<file path="src/rtl/pipe_stage_skid_pkg.sv">
// Shared pipeline package: default bundle widths and the skid-stage state encoding.
// Imported by the stage top and its counter sub-module.
package pipe_stage_skid_pkg;

  localparam int unsigned PAYLOAD_WIDTH_DEF = 128;
  localparam int unsigned CTRL_WIDTH_DEF    = 16;
  localparam int unsigned CNT_WIDTH_DEF     = 16;

  typedef enum logic [1:0] {
    ST_EMPTY = 2'b00,
    ST_ONE   = 2'b01,
    ST_FULL  = 2'b10
  } skid_state_e;

endpackage : pipe_stage_skid_pkg

</file>
<file path="src/rtl/pipe_stage_skid_sat_counter.sv">
// Saturating up-counter: advances by one per enabled cycle and sticks at all-ones.
// Cleared only by the asynchronous reset.
module sat_counter
  import pipe_stage_skid_pkg::*;
#(
  parameter int CNT_WIDTH = CNT_WIDTH_DEF
) (
  input  logic                 clk,
  input  logic                 rst_n,
  input  logic                 inc,
  output logic [CNT_WIDTH-1:0] count
);

  // NOTE: clocked state uses non-blocking assignments so every flop samples pre-edge values.
  always_ff @(posedge clk or negedge rst_n) begin
    if (!rst_n) begin
      count <= '0;
    end else if (inc && (count != '1)) begin
      count <= count + CNT_WIDTH'(1);
    end
  end

endmodule : sat_counter

</file>
<file path="src/rtl/pipe_stage_skid.sv">
// Two-entry (main + skid) valid/ready pipeline register with registered in_ready,
// synchronous flush and a saturating downstream-stall cycle counter.
module pipe_stage_skid
  import pipe_stage_skid_pkg::*;
#(
  parameter int PAYLOAD_WIDTH = PAYLOAD_WIDTH_DEF,
  parameter int CTRL_WIDTH    = CTRL_WIDTH_DEF,
  parameter int CNT_WIDTH     = CNT_WIDTH_DEF
) (
  input  logic                     clk,
  input  logic                     rst_n,
  input  logic                     in_valid_i,
  output logic                     in_ready_o,
  input  logic [PAYLOAD_WIDTH-1:0] in_payload_i,
  input  logic [CTRL_WIDTH-1:0]    in_ctrl_i,
  output logic                     out_valid_o,
  input  logic                     out_ready_i,
  output logic [PAYLOAD_WIDTH-1:0] out_payload_o,
  output logic [CTRL_WIDTH-1:0]    out_ctrl_o,
  input  logic                     flush_i,
  output logic [CNT_WIDTH-1:0]     stall_cnt_o
);

  skid_state_e              state_q, state_d;
  logic                     in_ready_q;
  logic [PAYLOAD_WIDTH-1:0] main_payload_q, skid_payload_q;
  logic [CTRL_WIDTH-1:0]    main_ctrl_q, skid_ctrl_q;

  logic in_fire, out_fire;
  logic load_main_in, load_main_skid, load_skid;

  assign out_valid_o   = (state_q == ST_ONE) || (state_q == ST_FULL);
  assign in_ready_o    = in_ready_q;
  assign in_fire       = in_valid_i && in_ready_q;
  assign out_fire      = out_valid_o && out_ready_i;
  assign out_payload_o = main_payload_q;
  assign out_ctrl_o    = out_valid_o ? main_ctrl_q : '0;

  // NOTE: every signal written here gets a default first, so no path can infer a latch.
  always_comb begin
    state_d        = state_q;
    load_main_in   = 1'b0;
    load_main_skid = 1'b0;
    load_skid      = 1'b0;
    unique case (state_q)
      ST_EMPTY: begin
        if (in_fire) begin
          state_d      = ST_ONE;
          load_main_in = 1'b1;
        end
      end
      ST_ONE: begin
        if (in_fire && out_fire) begin
          load_main_in = 1'b1;
        end else if (out_fire) begin
          state_d = ST_EMPTY;
        end else if (in_fire) begin
          state_d   = ST_FULL;
          load_skid = 1'b1;
        end
      end
      ST_FULL: begin
        if (out_fire) begin
          state_d        = ST_ONE;
          load_main_skid = 1'b1;
        end
      end
      default: state_d = ST_EMPTY;
    endcase
    // Flush wins over any same-cycle transfer; nothing is written so the output payload holds.
    if (flush_i) begin
      state_d        = ST_EMPTY;
      load_main_in   = 1'b0;
      load_main_skid = 1'b0;
      load_skid      = 1'b0;
    end
  end

  always_ff @(posedge clk or negedge rst_n) begin
    if (!rst_n) begin
      state_q    <= ST_EMPTY;
      in_ready_q <= 1'b1;
    end else begin
      state_q    <= state_d;
      in_ready_q <= (state_d != ST_FULL);
    end
  end

  // NOTE: the entry registers are reset on purpose: outputs and the skid entry must read zero in reset.
  always_ff @(posedge clk or negedge rst_n) begin
    if (!rst_n) begin
      main_payload_q <= '0;
      main_ctrl_q    <= '0;
      skid_payload_q <= '0;
      skid_ctrl_q    <= '0;
    end else begin
      if (load_main_in) begin
        main_payload_q <= in_payload_i;
        main_ctrl_q    <= in_ctrl_i;
      end else if (load_main_skid) begin
        main_payload_q <= skid_payload_q;
        main_ctrl_q    <= skid_ctrl_q;
      end
      if (load_skid) begin
        skid_payload_q <= in_payload_i;
        skid_ctrl_q    <= in_ctrl_i;
      end
    end
  end

  sat_counter #(
    .CNT_WIDTH(CNT_WIDTH)
  ) u_stall_cnt (
    .clk  (clk),
    .rst_n(rst_n),
    .inc  (out_valid_o && !out_ready_i),
    .count(stall_cnt_o)
  );

endmodule : pipe_stage_skid

</file>
<file path="config.mk">
export PLATFORM = sky130hd
export DESIGN_NAME = pipe_stage_skid
export DESIGN_NICKNAME = d
export VERILOG_FILES = /design/src/rtl/pipe_stage_skid_pkg.sv /design/src/rtl/pipe_stage_skid_sat_counter.sv /design/src/rtl/pipe_stage_skid.sv
export SDC_FILE = /design/constraint.sdc
export NUM_CORES = 1
export LEC_CHECK = 0
export BUFFER_PORTS_ARGS = -buffer_cell sky130_fd_sc_hd__buf_4
export CORE_MARGIN = 3
export CORE_UTILIZATION = 50
export DETAILED_ROUTE_END_ITERATION = 10
export PLACE_DENSITY_LB_ADDON = 0.1
export SLEW_MARGIN = 40
export SYNTH_ARGS = -nofsm -noshare
export SYNTH_HDL_FRONTEND = slang
export SYNTH_SLANG_ARGS = --single-unit
</file>
<file path="constraint.sdc">
create_clock -name clk -period 5.8 [get_ports clk]
set_clock_uncertainty 0.15 [all_clocks]
set_input_delay 0.87 -clock clk [delete_from_list [all_inputs] [get_ports clk]]
set_output_delay 0.87 -clock clk [all_outputs]
set_load 0.005 [all_outputs]
</file>
# After elaboration in Yosys (flattened, before gate mapping)
# Cells that the tools add are included.
dict set report totals {
  reg_bits 307
  latch_bits 0
  ram_bits 0
  rom_bits 0
  inputBits 149
  wordCells 44
  mem_count 0
}
dict set report op_classes {
  addsub 1
  mul 0
  div 0
  magnitude_cmp 0
  eq_ne 4
  n_shift 0
  n_mux 23
  bitwise_logic 0
  reduce_logical 9
}
# cell n
set ops {}
lappend ops {{2-to-1 mux 128 bit} 2}
lappend ops {{2-to-1 mux 16 bit} 3}
lappend ops {{adder 16 x 1 -> 16 bit (second input constant)} 1}
lappend ops {{!= test 16 bit (second input constant)} 1}
lappend ops {{2-to-1 mux 2 bit} 6}
lappend ops {{2-to-1 mux 1 bit} 10}
lappend ops {{one-hot mux 2 bit (3 select lines)} 1}
lappend ops {{logical AND 1 bit} 5}
lappend ops {{equality test 2 x 1 -> 1 bit (second input constant)} 1}
lappend ops {{equality test 2 bit (second input constant)} 1}
lappend ops {{zero test 2 bit} 1}
lappend ops {{!= test 2 bit (second input constant)} 1}
lappend ops {{one-hot mux 1 bit (2 select lines)} 1}
lappend ops {{nonzero test 2 bit} 1}
lappend ops {{zero test 1 bit} 1}
lappend ops {{logical OR 1 bit} 1}

# Logic depth before layout (Yosys ltp)
# Gate-level depths: netlist (run 1).
dict set report logic_depth {
  depth_word 8
  depth_mapped 9
}

# Cells and area by module
# A second synthesis (run 1) with hierarchy kept.
dict set report unflattened {
  hier_cells 912
  hier_area_um2 12751.0
}
# mod instances cells_each area_each_um2 seq_area_each_um2
set modules_own_cells {}
lappend modules_own_cells {pipe_stage_skid 1 835 11866.4 7283.2}
lappend modules_own_cells {sat_counter 1 77 884.6 400.4}

# Worst setup path after synthesis (run 1)
# Ideal clock, no wire load.
dict set report synth_path {
  path_type {reg-to-output}
  from {reg state_q[1]}
  to {out out_ctrl_o[10]}
  arrival_time_ns 1.374
  setup_slack_ns 3.406
  stages_incl_launch_ff 6
  path_cell_list {dfrtp_1 > inv_1 > ha_1 > clkbuf_1 > clkbuf_1 > and2_1}
}
dict set report synth_between {
  elab_chain_cells 3
  elab_cells_between_ends 4
}
# item line_no
set synth_lines {}
lappend synth_lines {{from (decl)} pipe_stage_skid.sv:24} ;# skid_state_e state_q, state_d;
lappend synth_lines {{from (signal assigned)} pipe_stage_skid.sv:84} ;# state_q <= state_d;
lappend synth_lines {{equality test 2 x 1 -> 1 bit / equality test 2 bit (equally long branches)} pipe_stage_skid.sv:32} ;# assign out_valid_o = (state_q == ST_ONE) || (state_q == ST_FULL);
lappend synth_lines {{logical OR 1 bit (*)} pipe_stage_skid.sv:32}
lappend synth_lines {{named net out_valid_o} pipe_stage_skid.sv:16} ;# output logic out_valid_o,
lappend synth_lines {{2-to-1 mux 16 bit (*)} pipe_stage_skid.sv:37} ;# assign out_ctrl_o = out_valid_o ? main_ctrl_q : '0;
lappend synth_lines {{to (decl)} pipe_stage_skid.sv:19} ;# output logic [CTRL_WIDTH-1:0] out_ctrl_o,
# Mark *: on every way through the listed nets, which the timed path passes. The rest lies on a longest branch.

# Worst setup path in the final report (run 1)
dict set report layout_path {
  from {reg state_q[1]}
  to {out out_ctrl_o[7]}
}
dict set report layout_between {
  elab_chain_cells 3
  elab_cells_between_ends 4
}
# item line_no
set layout_lines {}
lappend layout_lines {{equality test 2 x 1 -> 1 bit / equality test 2 bit (equally long branches)} pipe_stage_skid.sv:32}
lappend layout_lines {{logical OR 1 bit (*)} pipe_stage_skid.sv:32}
lappend layout_lines {{2-to-1 mux 16 bit (*)} pipe_stage_skid.sv:37}
# Every way passes the cells marked *; elsewhere a longest branch is shown, timed or not.

==> summary.txt, run 1 <==
Power and ir drop
  – Maximum vdd drop: 289 uV
  – Pwr/cell area: 444 mW/mm^2
  – Lkg Pwr: approximately 9.1 nW

Setup path
  – CP Data Arrival Time: 2180 ps
  – Crit end category: output pin
  – R2R setup slack: approximately 2600 ps
  – Reg-to-reg startpoint: state_q[1]
  – Max stage delay on crit path: a little under 800 ps
  – Critical Path RT: 4780 ps
  – Crit Path Max Fanout: 24
  – Critical path class: reg2out
  – Reg2Reg Depth: 7
  – Critical path depth: 4
  – Slowest CP cell: ha_1
  – WP buf/inv: 2
  – Crit path max-delay family: adder cells
  – R2r endpoint: out_payload_o[124]
  – CP Launch Type: flop
  – Crit path cell chain: inv_1 > ha_1 > and2_1 > buf_4

Clocking
  – Num Clock Sinks: 307
  – Post-CTS sizing: 0
  – Clock root buffer: clkbuf_16
  – CTS tree: built
  – Number of CTS-inserted buffers: 34
  – H-tree levels: 2
  – Max clock buf depth: 3
  – Postcts setup bufs: 0
  – Worst-path clk slew: 60 ps
  – Later-pin clock latency in the skew report: approximately 500 ps
  – Post-CTS Hold Buffers: 0

Final layout
  – Antenna cells: 0
  – Layout cells sized above 1: ~39%
  – Area Overhead vs Synth: 26.8%
  – Nets@finish: ~1500
  – Area of the multi-input gates: 0.00556 sq mm
  – Storage cell area: roughly 0.0077 sq mm
  – Fillers: 2104

STA
  – Hold_ws: between 200 and 250 ps
  – Final period util: approximately 55%
  – Worst relative slew slack: between 40% and 50%
  – Tmin final: ~3200 ps
  – Slew @ Worst Pin: about 800 ps
  – Hold Fails Final Rpt: 0
  – Slew Limit Fails: 0
  – RSZ-0062 raised after global routing: no
  – Setup TNS: 0 ps
  – Fmax: roughly 0.31 GHz
  – # setup viols final: 0

Synthesis
  – Seq/Total Area, Yosys: 56.0%
  – Mapped Area: approximately 0.014 sq mm
  – Share of the synthesized area in the top cell type: between 50% and 60%
  – Yosys top cell by area: dfrtp_1
  – Ys flop type: dfrtp_1
  – Seq cells post-synth: just over 300
  – Avg Cell Area, Syn: approximately 13 sq um
  – Distinct cells, synth: 40
  – Mapped Cells: 1079
  – Yosys warning count: 0
  – Post-synth EDFFs: 0
  – FFs w/ async S/R, synth: 100%
  – Main area contributors after synthesis: dfrtp_1 56%, mux2_2 12%, a211o_1 9.2%
  – Syn Nets: 1233

Drt
  – DRT Pass-1 Iters: 4
  – Routed WL: about 34000 microns
  – # DRC: 0
  – Post-route ant nets: 0
  – Vias/cell: around 5.7
  – DR WL/cell: between 15 and 20 microns
  – Vias post-DR: about 9800
  – Initial DRC count: approximately 660

Floorplan
  – Starting Density: between 50 and 60%
  – Die Y-Extent: about 170 microns
  – Rows: 60
  – # IOs: roughly 310
  – Core Region: 0.0270 sq mm
  – Die ar.: between 0.02 and 0.03 sq mm
  – Die Width: 172 microns

GRT
  – Largest net degree at the start of global routing: roughly 130
  – GR peak layer: met2
  – Antenna violations before repair: 1
  – First-pass GRT wire length: between 50000 and 60000 microns
  – Routing usage on met1: 31.3%
  – Grt met3 use: 6.67%
  – Grt total ovfl: 0
  – Met2 Use GR: about a third
  – Number of global-route vias before repair: 9901
  – GRT Util Overall: between 20% and 30%

Job
  – Max-cap violations: 0

Outcome
  – Run status: complete, no violations

Placement
  – DP Wirelength: between 20000 and 25000 microns
  – Final RePlAce weighted congestion: around 0.76
  – I/O Buffers: 310

Worst hold path
  – Hold Path Class: in2async
[per-layer routing]
layer  routed length (microns)  share of wire, %  vias to the layer above
li1                          -                 -                     4521
met1                     15000                44                     4929
met2                     15900                46                      278
met3                      2660               7.8                       49
met4                       631               1.8                        2
met5                        13             0.038                        -
[worst register-to-register path, stage by stage, from the launching register on]
cell     delay, ps
dfrtp_1        390
inv_1          100
ha_1           590
a31oi_1        360
or2_4          430
buf_4          570
nor3b_1        160
a211o_1        300
[state kept, by name (all words and copies together) (netlist names)]
signal / cells
out_payload_o: 128
skid_payload_q: 128
main_ctrl_q: 16
skid_ctrl_q: 16
u_stall_cnt.count: 16
state_q: 2
in_ready_o: 1
[per-stage QoR]
stage / std cells / total power, mW / utilization [%] / worst slack (ps) / area (sq um)
6_report: 1710 / 7.73 / 64.5 / 2600 / 17400
5_1_grt: 1710 / 8.19 / 64.5 / 2340 / 17400
4_1_cts: 1709 / 7.81 / 64.5 / 2560 / 17400
3_5_place_dp: 1652 / 5.66 / 60.4 / 2110 / 16300
3_3_place_gp: 1648 / 5.54 / 60.0 / 2110 / 16200
2_1_floorplan: 1079 / 4.59 / - / 3410 / 13700
[synthesized netlist by cell type, types with 2 or more instances]
library cell / count
nand2_1: 9
ha_1: 5
and3_1: 144
dfrtp_1: 306
inv_1: 5
xor2_1: 10
nor3b_1: 144
nand3_1: 5
buf_1: 3
nor3_1: 6
xnor2_1: 2
a22oi_1: 3
o21ai_0: 5
nand4_1: 4
buf_6: 11
and2_1: 18
buf_2: 34
a211o_1: 144
clkbuf_1: 47
nor2_1: 9
mux2_2: 146
[report_power, final]
part / internal [mW] / total, mW / switching, mW
Combinational: 1.29 / 2.12 / 0.825
Clock: 1.30 / 2.12 / 0.827
Sequential: 3.04 / 3.49 / 0.455
Total: 5.62 / 7.73 / 2.11
[how the worst max path moves through the flow]
| stage | end | from |
|---|---|---|
| 3_5_place_dp | out_payload_o[89] | flush_i |
| 2_1_floorplan | out_ctrl_o[10] | state_q[1] |
| 6_report | out_ctrl_o[7] | state_q[1] |
| 5_1_grt | main_ctrl_q[7] | state_q[1] |
| 3_3_place_gp | out_payload_o[89] | flush_i |
| 4_1_cts | out_ctrl_o[15] | state_q[1] |
[kinds of logic (layout without fill, tap and decap cells)]
group                      count (synthesis)  count (layout)  synth area share [%]
muxes                                    146             146                  12.0
xor gates and xnor gates                  12              12                 0.766
adders and majority gates                  6               6                 0.529
DFF                                      307             307                  56.0
buffers and inverters                    100             390                  3.65
and+or+nand+nor                          352             352                  17.2
AOI/OAI and AO/OA                        156             156                  9.89
[layout make-up]
class	count	area share [%]
inverters	5	0.108
clock buffers	50	5.83
well taps	341	2.45
multi-input cells	672	31.9
repair buffers	328	15.0
clock inverters	7	0.489
flip-flops and latches	307	44.2
[layout by cell type (no fill, tap or decap), types with 6 or more instances in the layout]
cell	n
buf_4	317
dfrtp_1	306
mux2_2	146
and3_1	144
nor3b_1	144
a211o_1	144
clkbuf_16	37
and2_1	18
xor2_1	10
nor2_1	9
nand2_1	9
clkbuf_1	9
buf_12	8
nor3_1	6
No activity file was read; power rests on OpenSTA's default activity.
==> inputs of run 2 (changes only) <==
==> constraint.sdc (replaced) <==
create_clock -name clk -period 3.2 [get_ports clk]
set_clock_uncertainty 0.15 [all_clocks]
set_input_delay 0.48 -clock clk [delete_from_list [all_inputs] [get_ports clk]]
set_output_delay 0.48 -clock clk [all_outputs]
set_load 0.005 [all_outputs]
==> summary.txt, run 2 (synthesized netlist as in run 1, its figures left out) <==
GRT
  – Antenna violations before repair: 0
  – First-pass GRT wire length: between 50000 and 60000 microns
  – Grt total ovfl: 0
  – GRT Util Overall: 22.7%
  – Number of global-route vias before repair: 10100
  – Largest net degree at the start of global routing: 145

STA
  – Slew @ Worst Pin: ~920 ps
  – Slew Limit Fails: 0
  – Worst relative slew slack: approximately two fifths
  – Final period util: about 79%
  – Hold Fails Final Rpt: 0
  – Tmin final: 2540 ps
  – RSZ-0062 raised after global routing: no
  – Setup slack after layout: 657 ps
  – Fmax: between 0.3 and 0.4 GHz
  – Setup TNS: 0 ps
  – # setup viols final: 0

Clocking
  – Clock root buffer: clkbuf_16
  – H-tree levels: 2
  – CTS tree: built
  – Num Clock Sinks: between 300 and 400
  – Post-CTS sizing: 0
  – Later-pin clock latency in the skew report: around 500 ps
  – Max clock buf depth: 3
  – Worst-path clk slew: about 60 ps
  – Number of CTS-inserted buffers: 34

Drt
  – DR WL/cell: between 20 and 25 microns
  – # DRC: 0
  – Vias post-DR: 9898
  – Routed WL: roughly 34000 microns
  – Initial DRC count: 717
  – Vias/cell: approximately 5.8
  – Post-route ant nets: 0
  – DRT Pass-1 Iters: 4

Final layout
  – Antenna cells: 0
  – Fillers: roughly 2000
  – Post-Layout Cell Count: around 1700
  – Layout cells sized above 1: a little under 40%
  – Area Overhead vs Synth: 27.7%
  – Commonest non-fill, non-tap cells in the layout: 316 x buf_4, 306 x dfrtp_1, 146 x mux2_2
  – Most common cell after layout, fill and taps aside: buf_4
  – Nets@finish: 1504

Setup path
  – Crit Path Max Fanout: 38
  – R2r endpoint: out_payload_o[50]
  – CP Launch Type: flop
  – R2R setup slack: approximately 660 ps
  – Crit end category: flop
  – Critical Path RT: around 3400 ps
  – Reg2Reg Depth: 7
  – Worst setup startpoint: state_q[0]
  – CP endpoint: out_payload_o[50]
  – Critical path class: reg2reg
  – CP Data Arrival Time: 2780 ps
  – Reg-to-reg startpoint: state_q[0]

Floorplan
  – Die Y-Extent: about 170 microns
  – Starting Density: roughly half
  – Die ar.: 0.0295 sq mm
  – Rows: 60
  – Core Region: around 0.027 sq mm
  – Die Width: approximately 170 microns
  – # IOs: around 310

Placement
  – Final RePlAce weighted congestion: 0.765
  – Placed cells: 1654
  – Worst slack at placement: around 670 ps
  – DP Wirelength: about 21000 microns
  – I/O Buffers: 310

Job
  – Max-cap violations: 0

Power and ir drop
  – Total power draw: roughly 14 mW
  – Maximum vdd drop: roughly 570 uV
  – Lkg Pwr: 9.20 nW
  – Pwr/cell area: between 800 and 900 mW/mm^2

Worst hold path
  – Hold Path Class: in2reg

Outcome
  – Run status: complete, no violations
[run 2: changes by cell type in the layout (fill, tap and decap cells not counted), moves of 2 or more]
cell	change
clkbuf_8	+14
clkbuf_1	-7
buf_12	+3
buf_16	-2
bufinv_16	-2
[run 2: what timing repair did]
item / 4_1_cts / 5_1_grt
setup buffers: 0 / 0
hold endpoints to repair: 71 / 0
hold buffers: 1 / 0
[run 2: worst min-delay path by stage]
stage                                 from                 end  slack (ps)  cells past startpoint
after detailed placement    main_ctrl_q[7]      main_ctrl_q[7]         320                      1
final                     in_payload_i[53]  skid_payload_q[53]          70                      2
after floorplan                      rst_n      main_ctrl_q[0]          30                      0
after global routing      in_payload_i[13]  skid_payload_q[13]          50                      2
after CTS                 in_payload_i[53]  skid_payload_q[53]          40                      2
after global placement      main_ctrl_q[1]      main_ctrl_q[1]         310                      1
[run 2: area by class of cell]
type | instances | area (sq um) | area share [%]
flip-flops and latches | 307 | 7680 | 43.8
multi-input cells | 672 | 5560 | 31.7
repair buffers | 330 | 2630 | 15.0
clock buffers | 57 | 1180 | 6.74
well taps | 341 | 427 | 2.43
clock inverters | 5 | 27.5 | 0.157
inverters | 5 | 18.8 | 0.107
[run 2: where the power goes]
group          internal (mW)  switching (mW)  leakage [nW]  total, mW
clock network           2.51            1.52         0.604       4.03
logic                   2.33            1.50          4.82       3.83
registers               5.50           0.825          3.78       6.33
[run 2: worst max-delay path: stages, from the launching register on]
cell and delay, ps:
dfrtp_1 370, inv_1 90, ha_1 310, a31oi_1 210, or2_4 470, buf_4 420
nor3b_1 110, a211o_1 300
[run 2: stage by stage]
stage | instance area, sq um | hold WS (ps) | util [%]
2_1_floorplan | 13700 | 34.4 | -
3_3_place_gp | 16300 | 313 | 60.5
3_5_place_dp | 16300 | 323 | 60.5
4_1_cts | 17500 | 44.0 | 65.0
5_1_grt | 17500 | 50.7 | 65.0
6_report | 17500 | 68.2 | 65.0
[run 2: per-layer routing]
layer,part of all wire (%),wire length (microns),vias to the layer above,track usage [%]
met5,0,0,-,0
met4,2.6,901,0,6.82
met3,7.6,2600,58,6.14
met2,47,16000,262,35.8
met1,43,14800,5051,30.9
li1,-,-,4527,-
==> inputs of run 3 (changes only) <==
==> constraint.sdc (replaced) <==
create_clock -name clk -period 2.42 [get_ports clk]
set_clock_uncertainty 0.15 [all_clocks]
set_input_delay 0.363 -clock clk [delete_from_list [all_inputs] [get_ports clk]]
set_output_delay 0.363 -clock clk [all_outputs]
set_load 0.005 [all_outputs]
==> summary.txt, run 3 (synthesized netlist as in run 1, its figures left out) <==
Clocking
  – Number of CTS-inserted buffers: 34
  – Max clock buf depth: 3
  – Later-pin clock latency in the skew report: about 500 ps
  – Num Clock Sinks: about 300
  – Worst-path clk slew: approximately 50 ps
  – CTS tree: built
  – Clock root buffer: clkbuf_16
  – H-tree levels: 2

GRT
  – First-pass GRT wire length: approximately 57000 microns
  – Largest net degree at the start of global routing: 145
  – GRT Util Overall: about a quarter
  – Grt total ovfl: 0
  – Antenna violations before repair: 0
  – Number of global-route vias before repair: between 10000 and 15000

Floorplan
  – Core Region: 0.0270 sq mm
  – Die Y-Extent: 172 microns
  – Rows: 60
  – Die ar.: between 0.02 and 0.03 sq mm
  – Starting Density: around half
  – Die Width: 172 microns
  – # IOs: ~310

Placement
  – Final RePlAce weighted congestion: a little under 0.8
  – Placed cells: approximately 1700
  – Worst slack at placement: ~160 ps
  – DP Wirelength: 21600 microns
  – I/O Buffers: 310

STA
  – Worst relative slew slack: between 40% and 50%
  – Slew Limit Fails: 0
  – RSZ-0062 raised after global routing: yes
  – # setup viols final: 0
  – Setup slack after layout: 87.5 ps
  – Final period util: 96.4%
  – Tmin final: 2330 ps
  – Hold Fails Final Rpt: 0
  – Setup TNS: 0 ps
  – Slew @ Worst Pin: 882 ps
  – Fmax: around 0.43 GHz

Final layout
  – Final design utilization: between 70% and 80%
  – Most common cell after layout, fill and taps aside: buf_4
  – Nets@finish: ~1700
  – Layout cells sized above 1: 35.7%
  – Area Overhead vs Synth: 39.3%
  – Post-Layout Cell Count: ~1900
  – Fillers: between 1500 and 2000
  – Commonest non-fill, non-tap cells in the layout: 321 x buf_4, 306 x dfrtp_1, 146 x mux2_2

Power and ir drop
  – Maximum vdd drop: around 670 uV
  – Pwr/cell area: just under 1000 mW/mm^2
  – Total power draw: 19.0 mW
  – Lkg Pwr: 9.88 nW

Setup path
  – CP Launch Type: flop
  – Crit Path Max Fanout: 23
  – Crit end category: output pin
  – Critical path class: reg2out
  – CP Data Arrival Time: 1820 ps
  – Critical Path RT: about 1900 ps

Worst hold path
  – Hold Path Class: in2reg

Drt
  – Vias/cell: approximately 5.6
  – # DRC: 0
  – DR WL/cell: 19.4 microns
  – Initial DRC count: roughly 800
  – Post-route ant nets: 0
  – DRT Pass-1 Iters: 5
  – Routed WL: approximately 36000 microns
  – Vias post-DR: 10600

Job
  – Max-cap violations: 0

Outcome
  – Run status: complete, no violations
run 3: metal layers:
metal | global-route usage (%) | wire (microns)
met1 | 31.1 | 15900
met3 | 5.56 | 2530
met4 | 7.00 | 806
met2 | 39.2 | 17200
met5 | 0 | 0
run 3: worst paths after layout:
| path | startpoint | end | slack, ps | cells after the start |
|---|---|---|---|---|
| max | state_q[1] | out_ctrl_o[0] | 90 | 5 |
| min | flush_i | state_q[0] | 150 | 3 |
| max reg2reg | state_q[1] | out_payload_o[83] | 100 | 8 |
| min reg2reg | main_ctrl_q[5] | main_ctrl_q[5] | 330 | 1 |
| max in group asynchronous | rst_n | skid_payload_q[22] | 1130 | 3 |
| min in group asynchronous | rst_n | skid_payload_q[114] | 250 | 2 |
run 3: layout make-up:
class / instances / area [sq um] / share of cell area (%)
Sequential cell: 307 / 7680 / 40.2
Multi-Input combinational cell: 673 / 5560 / 29.1
Timing Repair Buffer: 488 / 4280 / 22.4
Clock buffer: 57 / 1070 / 5.60
Tap cell: 341 / 427 / 2.23
Clock inverter: 4 / 70.1 / 0.366
Inverter: 5 / 18.8 / 0.0982
Antenna cell: 1 / 2.50 / 0.0131
run 3: timing repair:
| item | CTS | global route |
|---|---|---|
| setup endpoints to repair | 7 | 128 |
| hold endpoints to repair | 191 | 0 |
| gates cloned | 0 | 2 |
| resized for setup | 0 | 2 |
| hold buffers | 145 | 0 |
| buffers inserted | 0 | 2 |
run 3: metrics by stage:
stage,cell area (sq um),hold slack (ps)
after CTS,19100,126
final,19100,146
after detailed placement,16500,193
after global placement,16500,192
after global routing,19100,147
after floorplan,13700,-82.6
run 3: critical path: stages, from the launching register on:
cell and delay, ps:
dfrtp_1 380, inv_1 90, ha_1 320, buf_6 210
and2_1 200, buf_4 120
run 3: power breakdown:
part           switching (mW)  internal (mW)
registers                1.12           7.28
clock network            1.98           3.22
logic                    2.08           3.33
